==> src/rtl/alu_pkg.sv <==
// Shared ALU definitions: opcode encodings, legality check and pipeline latency.
package alu_pkg;

  localparam int unsigned OP_W        = 4;
  localparam int unsigned ALU_LATENCY = 2;

  localparam logic [OP_W-1:0] OP_NOP  = 4'b0000;
  localparam logic [OP_W-1:0] OP_ADD  = 4'b0001;
  localparam logic [OP_W-1:0] OP_SUB  = 4'b0010;
  localparam logic [OP_W-1:0] OP_SLT  = 4'b0011;
  localparam logic [OP_W-1:0] OP_SLTU = 4'b1011;
  localparam logic [OP_W-1:0] OP_AND  = 4'b0100;
  localparam logic [OP_W-1:0] OP_OR   = 4'b0101;
  localparam logic [OP_W-1:0] OP_XOR  = 4'b0110;
  localparam logic [OP_W-1:0] OP_SLL  = 4'b0111;
  localparam logic [OP_W-1:0] OP_SRL  = 4'b1000;
  localparam logic [OP_W-1:0] OP_SRA  = 4'b1001;

  // NOP is not a legal issued operation; the ALU treats it as a bubble.
  function automatic logic op_is_legal(input logic [OP_W-1:0] op);
    case (op)
      OP_ADD, OP_SUB, OP_SLT, OP_SLTU, OP_AND,
      OP_OR, OP_XOR, OP_SLL, OP_SRL, OP_SRA: return 1'b1;
      default:                                return 1'b0;
    endcase
  endfunction

endpackage

==> src/rtl/alu_issue_arbiter_if.sv <==
// Requester, response and ALU-side bundle for the shared ALU issue arbiter.
interface alu_issue_arbiter_if
  import alu_pkg::*;
#(
  parameter int unsigned XLEN  = 32,
  parameter int unsigned TAG_W = 4
);
  logic              REQ0_VALID, REQ0_READY;
  logic [OP_W-1:0]   REQ0_OP;
  logic [XLEN-1:0]   REQ0_A, REQ0_B;
  logic [TAG_W-1:0]  REQ0_TAG;

  logic              REQ1_VALID, REQ1_READY;
  logic [OP_W-1:0]   REQ1_OP;
  logic [XLEN-1:0]   REQ1_A, REQ1_B;
  logic [TAG_W-1:0]  REQ1_TAG;

  logic              FLUSH;

  logic              ALU_EN;
  logic [OP_W-1:0]   ALU_OP_VAL;
  logic [XLEN-1:0]   ALU_A, ALU_B;
  logic [XLEN-1:0]   ALU_OUT;
  logic              ALU_ZERO, ALU_DONE;

  logic              RSP0_VALID, RSP0_ZERO, RSP0_ERR;
  logic [XLEN-1:0]   RSP0_DATA;
  logic [TAG_W-1:0]  RSP0_TAG;
  logic              RSP1_VALID, RSP1_ZERO, RSP1_ERR;
  logic [XLEN-1:0]   RSP1_DATA;
  logic [TAG_W-1:0]  RSP1_TAG;

  logic              BUSY;

  modport slave (
    input  REQ0_VALID, REQ0_OP, REQ0_A, REQ0_B, REQ0_TAG,
    input  REQ1_VALID, REQ1_OP, REQ1_A, REQ1_B, REQ1_TAG,
    input  FLUSH, ALU_OUT, ALU_ZERO, ALU_DONE,
    output REQ0_READY, REQ1_READY,
    output ALU_EN, ALU_OP_VAL, ALU_A, ALU_B,
    output RSP0_VALID, RSP0_DATA, RSP0_TAG, RSP0_ZERO, RSP0_ERR,
    output RSP1_VALID, RSP1_DATA, RSP1_TAG, RSP1_ZERO, RSP1_ERR,
    output BUSY
  );

  modport master (
    output REQ0_VALID, REQ0_OP, REQ0_A, REQ0_B, REQ0_TAG,
    output REQ1_VALID, REQ1_OP, REQ1_A, REQ1_B, REQ1_TAG,
    output FLUSH, ALU_OUT, ALU_ZERO, ALU_DONE,
    input  REQ0_READY, REQ1_READY,
    input  ALU_EN, ALU_OP_VAL, ALU_A, ALU_B,
    input  RSP0_VALID, RSP0_DATA, RSP0_TAG, RSP0_ZERO, RSP0_ERR,
    input  RSP1_VALID, RSP1_DATA, RSP1_TAG, RSP1_ZERO, RSP1_ERR,
    input  BUSY
  );
endinterface

==> src/rtl/rr_arbiter2.sv <==
// Two-way round-robin arbiter; the pointer remembers who won the last handshake.
module rr_arbiter2 (
  input  logic       clk_i,
  input  logic       rst_ni,
  input  logic [1:0] req_i,
  output logic [1:0] gnt_c_o
);

  logic last_q, last_d;

  // last_q = 1 means requester 1 won most recently, so requester 0 has priority.
  always_comb begin
    gnt_c_o = 2'b00;
    if (req_i[0] && (!req_i[1] || last_q)) begin
      gnt_c_o[0] = 1'b1;
    end else if (req_i[1]) begin
      gnt_c_o[1] = 1'b1;
    end
  end

  always_comb begin
    last_d = last_q;
    if (gnt_c_o[1]) begin
      last_d = 1'b1;
    end else if (gnt_c_o[0]) begin
      last_d = 1'b0;
    end
  end

  always_ff @(posedge clk_i or negedge rst_ni) begin
    if (!rst_ni) begin
      last_q <= 1'b1;
    end else begin
      last_q <= last_d;
    end
  end

endmodule

==> src/rtl/alu_issue_arbiter.sv <==
// Shares one 2-stage ALU between two requesters and routes results back by owner.
module alu_issue_arbiter
  import alu_pkg::*;
#(
  parameter int unsigned XLEN  = 32,
  parameter int unsigned TAG_W = 4
) (
  input logic               CK_REF,
  input logic               RST_N,
  alu_issue_arbiter_if.slave bus
);

  typedef struct packed {
    logic             valid;
    logic             owner;
    logic [TAG_W-1:0] tag;
    logic             err;
  } shadow_t;

  logic [1:0]       req, gnt;
  logic [OP_W-1:0]  sel_op;
  logic [TAG_W-1:0] sel_tag;
  shadow_t          s1_q, s1_d, s2_q, s2_d;

  assign req = {bus.REQ1_VALID, bus.REQ0_VALID};

  rr_arbiter2 u_arb (
    .clk_i   (CK_REF),
    .rst_ni  (RST_N),
    .req_i   (req),
    .gnt_c_o (gnt)
  );

  assign bus.REQ0_READY = gnt[0];
  assign bus.REQ1_READY = gnt[1];
  assign bus.ALU_EN     = 1'b1;

  // Operand mux; an idle cycle feeds the ALU an all-zero bubble.
  always_comb begin
    bus.ALU_OP_VAL = OP_NOP;
    bus.ALU_A      = XLEN'(0);
    bus.ALU_B      = XLEN'(0);
    sel_op         = OP_NOP;
    sel_tag        = TAG_W'(0);
    if (gnt[0]) begin
      bus.ALU_OP_VAL = bus.REQ0_OP;
      bus.ALU_A      = bus.REQ0_A;
      bus.ALU_B      = bus.REQ0_B;
      sel_op         = bus.REQ0_OP;
      sel_tag        = bus.REQ0_TAG;
    end else if (gnt[1]) begin
      bus.ALU_OP_VAL = bus.REQ1_OP;
      bus.ALU_A      = bus.REQ1_A;
      bus.ALU_B      = bus.REQ1_B;
      sel_op         = bus.REQ1_OP;
      sel_tag        = bus.REQ1_TAG;
    end
  end

  // Shadow pipe mirrors the ALU's input and output registers; FLUSH kills both stages.
  always_comb begin
    s1_d       = s1_q;
    s1_d.valid = (|gnt) && !bus.FLUSH;
    s1_d.owner = gnt[1];
    s1_d.tag   = sel_tag;
    s1_d.err   = !op_is_legal(sel_op);
    s2_d       = s1_q;
    s2_d.valid = s1_q.valid && !bus.FLUSH;
  end

  always_ff @(posedge CK_REF or negedge RST_N) begin
    if (!RST_N) begin
      s1_q <= '0;
      s2_q <= '0;
    end else begin
      s1_q <= s1_d;
      s2_q <= s2_d;
    end
  end

  // Response demux: only the owner sees a result; idle fields are held at zero.
  always_comb begin
    bus.RSP0_VALID = 1'b0;
    bus.RSP0_DATA  = XLEN'(0);
    bus.RSP0_TAG   = TAG_W'(0);
    bus.RSP0_ZERO  = 1'b0;
    bus.RSP0_ERR   = 1'b0;
    bus.RSP1_VALID = 1'b0;
    bus.RSP1_DATA  = XLEN'(0);
    bus.RSP1_TAG   = TAG_W'(0);
    bus.RSP1_ZERO  = 1'b0;
    bus.RSP1_ERR   = 1'b0;
    if (s2_q.valid && !s2_q.owner) begin
      bus.RSP0_VALID = 1'b1;
      bus.RSP0_DATA  = s2_q.err ? XLEN'(0) : bus.ALU_OUT;
      bus.RSP0_TAG   = s2_q.tag;
      bus.RSP0_ZERO  = bus.ALU_ZERO;
      bus.RSP0_ERR   = s2_q.err;
    end else if (s2_q.valid && s2_q.owner) begin
      bus.RSP1_VALID = 1'b1;
      bus.RSP1_DATA  = s2_q.err ? XLEN'(0) : bus.ALU_OUT;
      bus.RSP1_TAG   = s2_q.tag;
      bus.RSP1_ZERO  = bus.ALU_ZERO;
      bus.RSP1_ERR   = s2_q.err;
    end
  end

  assign bus.BUSY = s1_q.valid || s2_q.valid;

  a_alu_done: assert property (@(posedge CK_REF) disable iff (!RST_N)
    (s2_q.valid && !s2_q.err) |-> bus.ALU_DONE);

endmodule

==> src/flat_wrapper.sv <==
// flat-port wrapper written by rule: the top's interface ports become plain ports
module alu_issue_arbiter_flat import alu_pkg::*;
#(
  parameter int unsigned XLEN  = 32,
  parameter int unsigned TAG_W = 4
)
  (CK_REF, RST_N, bus_REQ0_VALID, bus_REQ0_OP, bus_REQ0_A, bus_REQ0_B, bus_REQ0_TAG, bus_REQ1_VALID, bus_REQ1_OP, bus_REQ1_A, bus_REQ1_B, bus_REQ1_TAG, bus_FLUSH, bus_ALU_OUT, bus_ALU_ZERO, bus_ALU_DONE, bus_REQ0_READY, bus_REQ1_READY, bus_ALU_EN, bus_ALU_OP_VAL, bus_ALU_A, bus_ALU_B, bus_RSP0_VALID, bus_RSP0_DATA, bus_RSP0_TAG, bus_RSP0_ZERO, bus_RSP0_ERR, bus_RSP1_VALID, bus_RSP1_DATA, bus_RSP1_TAG, bus_RSP1_ZERO, bus_RSP1_ERR, bus_BUSY);
  alu_issue_arbiter_if #(.XLEN(XLEN), .TAG_W(TAG_W)) bus_i ();
  input logic CK_REF;
  input logic RST_N;
  input wire logic [$bits(bus_i.REQ0_VALID)-1:0] bus_REQ0_VALID;
  input wire logic [$bits(bus_i.REQ0_OP)-1:0] bus_REQ0_OP;
  input wire logic [$bits(bus_i.REQ0_A)-1:0] bus_REQ0_A;
  input wire logic [$bits(bus_i.REQ0_B)-1:0] bus_REQ0_B;
  input wire logic [$bits(bus_i.REQ0_TAG)-1:0] bus_REQ0_TAG;
  input wire logic [$bits(bus_i.REQ1_VALID)-1:0] bus_REQ1_VALID;
  input wire logic [$bits(bus_i.REQ1_OP)-1:0] bus_REQ1_OP;
  input wire logic [$bits(bus_i.REQ1_A)-1:0] bus_REQ1_A;
  input wire logic [$bits(bus_i.REQ1_B)-1:0] bus_REQ1_B;
  input wire logic [$bits(bus_i.REQ1_TAG)-1:0] bus_REQ1_TAG;
  input wire logic [$bits(bus_i.FLUSH)-1:0] bus_FLUSH;
  input wire logic [$bits(bus_i.ALU_OUT)-1:0] bus_ALU_OUT;
  input wire logic [$bits(bus_i.ALU_ZERO)-1:0] bus_ALU_ZERO;
  input wire logic [$bits(bus_i.ALU_DONE)-1:0] bus_ALU_DONE;
  output wire logic [$bits(bus_i.REQ0_READY)-1:0] bus_REQ0_READY;
  output wire logic [$bits(bus_i.REQ1_READY)-1:0] bus_REQ1_READY;
  output wire logic [$bits(bus_i.ALU_EN)-1:0] bus_ALU_EN;
  output wire logic [$bits(bus_i.ALU_OP_VAL)-1:0] bus_ALU_OP_VAL;
  output wire logic [$bits(bus_i.ALU_A)-1:0] bus_ALU_A;
  output wire logic [$bits(bus_i.ALU_B)-1:0] bus_ALU_B;
  output wire logic [$bits(bus_i.RSP0_VALID)-1:0] bus_RSP0_VALID;
  output wire logic [$bits(bus_i.RSP0_DATA)-1:0] bus_RSP0_DATA;
  output wire logic [$bits(bus_i.RSP0_TAG)-1:0] bus_RSP0_TAG;
  output wire logic [$bits(bus_i.RSP0_ZERO)-1:0] bus_RSP0_ZERO;
  output wire logic [$bits(bus_i.RSP0_ERR)-1:0] bus_RSP0_ERR;
  output wire logic [$bits(bus_i.RSP1_VALID)-1:0] bus_RSP1_VALID;
  output wire logic [$bits(bus_i.RSP1_DATA)-1:0] bus_RSP1_DATA;
  output wire logic [$bits(bus_i.RSP1_TAG)-1:0] bus_RSP1_TAG;
  output wire logic [$bits(bus_i.RSP1_ZERO)-1:0] bus_RSP1_ZERO;
  output wire logic [$bits(bus_i.RSP1_ERR)-1:0] bus_RSP1_ERR;
  output wire logic [$bits(bus_i.BUSY)-1:0] bus_BUSY;
  assign bus_i.REQ0_VALID = bus_REQ0_VALID;
  assign bus_i.REQ0_OP = bus_REQ0_OP;
  assign bus_i.REQ0_A = bus_REQ0_A;
  assign bus_i.REQ0_B = bus_REQ0_B;
  assign bus_i.REQ0_TAG = bus_REQ0_TAG;
  assign bus_i.REQ1_VALID = bus_REQ1_VALID;
  assign bus_i.REQ1_OP = bus_REQ1_OP;
  assign bus_i.REQ1_A = bus_REQ1_A;
  assign bus_i.REQ1_B = bus_REQ1_B;
  assign bus_i.REQ1_TAG = bus_REQ1_TAG;
  assign bus_i.FLUSH = bus_FLUSH;
  assign bus_i.ALU_OUT = bus_ALU_OUT;
  assign bus_i.ALU_ZERO = bus_ALU_ZERO;
  assign bus_i.ALU_DONE = bus_ALU_DONE;
  assign bus_REQ0_READY = bus_i.REQ0_READY;
  assign bus_REQ1_READY = bus_i.REQ1_READY;
  assign bus_ALU_EN = bus_i.ALU_EN;
  assign bus_ALU_OP_VAL = bus_i.ALU_OP_VAL;
  assign bus_ALU_A = bus_i.ALU_A;
  assign bus_ALU_B = bus_i.ALU_B;
  assign bus_RSP0_VALID = bus_i.RSP0_VALID;
  assign bus_RSP0_DATA = bus_i.RSP0_DATA;
  assign bus_RSP0_TAG = bus_i.RSP0_TAG;
  assign bus_RSP0_ZERO = bus_i.RSP0_ZERO;
  assign bus_RSP0_ERR = bus_i.RSP0_ERR;
  assign bus_RSP1_VALID = bus_i.RSP1_VALID;
  assign bus_RSP1_DATA = bus_i.RSP1_DATA;
  assign bus_RSP1_TAG = bus_i.RSP1_TAG;
  assign bus_RSP1_ZERO = bus_i.RSP1_ZERO;
  assign bus_RSP1_ERR = bus_i.RSP1_ERR;
  assign bus_BUSY = bus_i.BUSY;
  alu_issue_arbiter #(.XLEN(XLEN), .TAG_W(TAG_W)) u_core (.CK_REF(CK_REF), .RST_N(RST_N), .bus(bus_i));
endmodule
==> config.mk <==
export PLATFORM = sky130hd
export DESIGN_NAME = alu_issue_arbiter_flat
export DESIGN_NICKNAME = d
export VERILOG_FILES = /design/src/rtl/alu_pkg.sv /design/src/rtl/alu_issue_arbiter_if.sv /design/src/rtl/rr_arbiter2.sv /design/src/rtl/alu_issue_arbiter.sv /design/src/flat_wrapper.sv
export SDC_FILE = /design/constraint.sdc
export NUM_CORES = 1
export LEC_CHECK = 0
export ABC_AREA = 1
export CORE_AREA = 2 2 128 130
export DETAILED_ROUTE_END_ITERATION = 10
export DIE_AREA = 0 0 130 132
export PLACE_DENSITY = 0.49
export SYNTH_ARGS = -nofsm -noshare
export SYNTH_HDL_FRONTEND = slang
export SYNTH_HIERARCHICAL = 1
export SYNTH_SLANG_ARGS = --single-unit
==> constraint.sdc <==
create_clock -name CK_REF -period 2.1 [get_ports CK_REF]
set_input_delay 0.63 -clock CK_REF [delete_from_list [all_inputs] [get_ports CK_REF]]
set_output_delay 0.63 -clock CK_REF [all_outputs]
set_load 0.005 [all_outputs]
# --- After elaboration in Yosys (flattened, before gate mapping) ---
# Memory sizes are Yosys's and may differ from the RTL's.
# Index checks and enable logic that the tools add are counted.
totals:
  regBits: 15
  rom_bits: 16
  input_bits: 183
  out_inout_bits: 150
  wordCells: 52
  n_memories: 1
mem_list:
  columns: ["memory", "words", "width", "read_ports", "rd_clocked_by_memory_dff", "write_ports", "line", "text"]
  rows:
  - ["(no name shown)", 16, 1, 1, 0, 0, "alu_pkg.sv:21", "case (op)"]
op_classes:
  mux: 29
  n_reduce_logical: 13
op_table:
  columns: ["operator", "count"]
  rows:
  - ["32-bit 2-to-1 mux", 8]
  - ["4-bit 2-to-1 mux", 7]
  - ["1-bit 2-to-1 mux", 14]
  - ["1-bit logical AND", 5]
  - ["1-bit zero test", 4]
  - ["1-bit logical OR", 2]
  - ["2-bit nonzero test", 1]
  - ["2-bit OR reduction", 1]

# --- Longest topological paths before layout ---
# An unclocked memory read counts as a cell.
depth:
  word_depth: 8
  mapped_depth: 10

# --- Hierarchy ---
# Netlist, hierarchy kept.
modules_own_cells:
  columns: ["mod", "instances", "cells_each", "area_per_inst_um2"]
  rows:
  - ["alu_issue_arbiter", 1, 262, 1778.0]
  - ["rr_arbiter2", 1, 7, 61.3]

# --- Worst setup path before layout ---
# Ideal clock, no wire load.
synth_path:
  kind: "input-to-output"
  from: "input bus_REQ0_VALID"
  to: "output bus_ALU_B[10]"
  arrival_ns: 1.614
  t_required_ns: 1.470
  slack_ns: -0.144
  cell_stages: 4
  path_buffers: 2
  cell_sequence: "a21boi_1 -> buf_2 -> buf_2 -> a22o_1"
synth_between:
  elab_chain_len: 4
  word_cells_on_any_way: 5
synth_lines:
  columns: ["element", "line", "text"]
  rows:
  - ["start: declaration", "flat_wrapper.sv:11", "input wire logic [$bits(bus_i.REQ0_VALID)-1:0] bus_REQ0_VALID;"]
  - ["1-bit logical AND *", "rr_arbiter2.sv:14", "if (req_i[0] && (!req_i[1] || last_q)) begin"]
  - ["1-bit 2-to-1 mux", "rr_arbiter2.sv:14", null]
  - ["32-bit 2-to-1 mux", "alu_issue_arbiter.sv:51", "end else if (gnt[1]) begin"]
  - ["32-bit 2-to-1 mux *", "alu_issue_arbiter.sv:45", "if (gnt[0]) begin"]
  - ["end: declaration", "flat_wrapper.sv:30", "output wire logic [$bits(bus_i.ALU_B)-1:0] bus_ALU_B;"]
# Mark *: on every way between the ends. The rest lies on a longest branch, timed or not.

# --- Final worst setup path ---
layout_path:
  from: "input bus_REQ1_VALID"
  to: "output bus_ALU_B[1]"
layout_between:
  elab_chain_len: 6
  word_cells_on_any_way: 8
layout_lines:
  columns: ["element", "line", "text"]
  rows:
  - ["start: declaration", "flat_wrapper.sv:16", "input wire logic [$bits(bus_i.REQ1_VALID)-1:0] bus_REQ1_VALID;"]
  - ["1-bit zero test", "rr_arbiter2.sv:14", null]
  - ["1-bit logical OR", "rr_arbiter2.sv:14", null]
  - ["1-bit logical AND", "rr_arbiter2.sv:14", null]
  - ["1-bit 2-to-1 mux", "rr_arbiter2.sv:14", null]
  - ["32-bit 2-to-1 mux", "alu_issue_arbiter.sv:51", null]
  - ["32-bit 2-to-1 mux *", "alu_issue_arbiter.sv:45", null]
# Marked as above.

==> impl_summary.txt <==
----------------------------------------------------
[Run status]
  Status ... finished with violations
  Violations in the final reports ... setup timing

[Synthesis]
  Post-Syn Nets ... 452
  Yosys reg bits ... 15
  Ys Warns ... 6
  Number of synthesized flops with an enable pin ... 0
  Top flip-flop cell by instance count after synthesis ... sky130_fd_sc_hd__dfrtp_1
  Xor-xnor portion of the synthesized cell area ... 0%
  Share of Yosys cell area claimed by the top area cell type ... between 30% and 40%
  Simple-gate portion of the synthesized area ... between 20% and 30%
  Dominant combinational cell family by area after synthesis ... compound AO/OA/AOI/OAI gates
  Cell count after synthesis ... around 270
  Multiplexer fraction of the synthesized cell area ... 0%
  Synth area leader ... sky130_fd_sc_hd__a22o_1
  Avg Inst Size Synth ... about 6.8 um^2
  Sequential element share of the synthesized area ... 20.5%
  Cells taking the most area after synthesis ... sky130_fd_sc_hd__a22o_1, sky130_fd_sc_hd__dfrtp_1, sky130_fd_sc_hd__nor3_1
  Cell area after synthesis ... roughly 1800 um^2
  Synth Area in Compound Gates ... about a third
  Synth Area in Adders ... 0%
  Synth unique cells ... 22
  Async set-reset flop share out of synthesis ... between 90% and 100%

[Clock network]
  Clock Pin Slew Worst Setup and Hold Paths ... roughly 0.040 ns
  Num CTS Buffers ... 3
  Sinks on the clock net ... 15
  Bufs on Longest Clock Path ... 2
  TritonCTS clock tree ... yes
  CTS root buf ... sky130_fd_sc_hd__clkbuf_16
  Number of levels the H-tree was split into ... 1
  Latest clock arrival within the worst-skew pair ... between 0.2 and 0.25 ns

[GRT]
  Global-route wire length before repair ... about 22,000 um
  Fraction of met3 tracks used by global routing ... between 3 and 4%
  Met2 Use GR ... between 30% and 40%
  Via count of the first global-routing pass ... about 3,700
  Maximum number of pins on one net before global-route repair ... 23
  Number of antenna violations at the first check in global routing ... 4
  Overall overflow remaining after global route ... 0
  M1 GR Usage ... a little under a fifth
  Global route hottest layer ... met2
  Global routing usage summed across all routing layers ... between 15 and 20%

[Pwr]
  Total power divided by cell area ... around 360 nW/um^2
  Switch share ... around a third
  Static Leak ... around 3 nW
  P_sw ... between 0.0007 and 0.0008 W
  Combinational power share ... about two thirds
  Sequential power share ... approximately 16%
  Clock share of power ... 16.4%
  Worst ir drop on vdd ... about 0.00017 V
  Internal Power ... ~0.0015 W

[Run]
  Max Cap Viol ... 0

[Drt]
  Number of DRC violations after detailed routing ... 0
  Pre-Repair DR Iteration Count ... 4
  Total wire length after detailed routing ... approximately 16,000 um
  Detailed router's first-iteration violation count ... roughly 120
  Number of vias per cell after detailed routing ... 4.15
  Total vias in the final route ... about 3,600
  Post-detailed-route wirelength per cell ... 18.3 um
  ANT nets after route ... 0

[Floorplan]
  I/O Pins ... roughly 330
  Die Span X ... 130 um
  Starting density of the core ... a little under an eighth
  Die Y-Extent ... 132 um
  Full die area ... around 17,000 um^2
  Number of core rows ... 46
  Core Area ... ~16,000 um^2

[Setup path]
  Critical path destination ... bus_ALU_B[1]
  Arr. time, crit path ... between 1.5 and 2 ns
  Setup crit end kind ... output port
  Critical path startpoint category ... input pin
  Maximum fanout along the worst path ... 6
  Type of the worst setup path ... in -> out
  Worst setup slack for register-to-register paths ... 0.20 ns
  CP Data Required Time ... approximately 1.5 ns
  Worst-case reg-to-reg path depth ... 14
  R2R Path Start ... u_core/u_arb/last_q
  Origin of the worst setup path ... bus_REQ1_VALID
  Reg-to-reg critical path endpoint ... u_core/s1_q[0]

[Timing]
  Maximum clock frequency ... just under 0.4 GHz
  Unrepaired setup endpoints after global routing ... true
  Worst clock skew ... between 0.003 and 0.004 ns
  Number of endpoints with negative hold slack in the final report ... 0
  Count of final max-slew check failures ... 0
  Final setup vio count ... 69
  Final Worst Setup Slack ... -0.460 ns
  Final min period ... 2.56 ns
  Final worst-path cycle share ... 122%

[Final layout]
  Area of the multi-input gates ... about 1500 um^2
  Most common cell after layout, fill and taps aside ... sky130_fd_sc_hd__clkdlybuf4s50_1
  Commonest non-fill, non-tap cells in the layout ... sky130_fd_sc_hd__clkdlybuf4s50_1, sky130_fd_sc_hd__buf_2, sky130_fd_sc_hd__a22o_1
  Layout Cell Area excl Fill ... about 6000 um^2
  Number of standard cells in the layout, taps in and fillers out ... about 870
  Area growth from synthesis to layout ... 227%
  Storage cell area ... 378 um^2
  Fraction of layout instances using a drive strength above 1 ... between 40% and 50%
  Layout fillers ... 1,617
  Fin nets ... approximately 830

[Place]
  Number of cells after detailed placement ... 814
  Gpl congestion ... 0.930
  HPWL reported at the end of detailed placement ... between 10,000 and 15,000 um
  Buffers added on ports ... 330
  Post-placement cell area ... between 5000 and 6000 um^2

[Hold path]
  Hold/Removal Path Class ... reg -> reg

----------------------------------------------------
==> registers in the layout, summed over array words and instances, names as in the netlist <==
register             count
u_core/s1_q              7
u_core/s2_q              7
u_core/u_arb/last_q      1
==> logic make-up (layout without fill, tap and decap cells) <==
kind of cell / Yosys count / in the layout
buffers and inverters: 80 / 455
DFF: 15 / 15
AOI/OAI and AO/OA: 74 / 74
and+or+nand+nor: 99 / 99
other: 1 / 6
==> Yosys cell counts (2+ instances only) <==
library cell               instances
sky130_fd_sc_hd__inv_1            47
sky130_fd_sc_hd__buf_4             3
sky130_fd_sc_hd__buf_2            16
sky130_fd_sc_hd__a22o_1           68
sky130_fd_sc_hd__buf_6             4
sky130_fd_sc_hd__dfrtp_1          14
sky130_fd_sc_hd__nand3_1           2
sky130_fd_sc_hd__buf_1             4
sky130_fd_sc_hd__a21boi_1          2
sky130_fd_sc_hd__nor2_1           16
sky130_fd_sc_hd__clkbuf_1          5
sky130_fd_sc_hd__nor3_1           64
sky130_fd_sc_hd__nand2_1          15
==> worst max-delay path, cell delays in order <==
cell	delay (ns)
sky130_fd_sc_hd__buf_6	0.09
sky130_fd_sc_hd__buf_6	0.11
sky130_fd_sc_hd__a21boi_4	0.20
sky130_fd_sc_hd__nor2_4	0.07
sky130_fd_sc_hd__buf_12	0.13
sky130_fd_sc_hd__buf_12	0.12
sky130_fd_sc_hd__buf_8	0.13
sky130_fd_sc_hd__buf_12	0.13
sky130_fd_sc_hd__a22o_1	0.18
sky130_fd_sc_hd__buf_2	0.13
==> stage by stage <==
stage	power, W	setup TNS [ns]	hold slack [ns]	util [%]	setup slack (ns)
final	0.00219	-23.16	0.345	38.3	-0.460
after detailed placement	0.00161	-95.20	0.339	35.7	-1.11
after CTS	0.00216	-25.46	0.350	37.2	-0.455
after global routing	0.00232	-27.65	0.351	38.3	-0.518
after global placement	0.00161	-94.89	0.334	35.7	-1.12
after floorplan	0.000736	-0.0564	0.331	-	-0.00385
==> final cells by class <==
type / count / share of cell area (%)
Timing Repair Buffer: 403 / 60.2
Multi-Input combinational cell: 174 / 24.4
Sequential cell: 15 / 6.27
Tap cell: 216 / 4.49
Inverter: 48 / 3.12
Clock buffer: 4 / 1.31
Antenna cell: 5 / 0.208
==> power by group through the flow <==
stage                     Clock (W)  Sequential, W  Combinational (W)
after global placement            0       0.000351            0.00126
final                      0.000361       0.000341            0.00149
after detailed placement          0       0.000352            0.00126
after global routing       0.000389       0.000346            0.00159
after CTS                  0.000376       0.000342            0.00144
after floorplan                   0       0.000335           0.000401
==> worst min-delay path by stage <==
| stage | start | to | slack [ns] | depth (start not counted) |
|---|---|---|---|---|
| floorplan | RST_N | u_core/s1_q[0] | 0.33 | 0 |
| global placement | u_core/s1_q[0] | u_core/s2_q[0] | 0.33 | 0 |
| detailed placement | u_core/s1_q[5] | u_core/s2_q[5] | 0.34 | 0 |
| CTS | u_core/s1_q[5] | u_core/s2_q[5] | 0.35 | 0 |
| global route | u_core/s1_q[5] | u_core/s2_q[5] | 0.35 | 0 |
| finish | u_core/s1_q[4] | u_core/s2_q[4] | 0.35 | 0 |
==> routing by layer <==
metal  wire length [um]  up-vias
met5                  0        -
met4                324        0
met3               1330       12
met2               8430      219
met1               5700     1661
li1                   -     1701
==> repair_timing <==
item | CTS | global route
gates resized for setup | 629 | 76
setup buffers | 36 | 6
hold buffers | 0 | 0
pin swaps | 23 | 28
gates cloned | 8 | 2
setup endpoints to repair | 147 | 123
(Power assumes the default switching activity.)
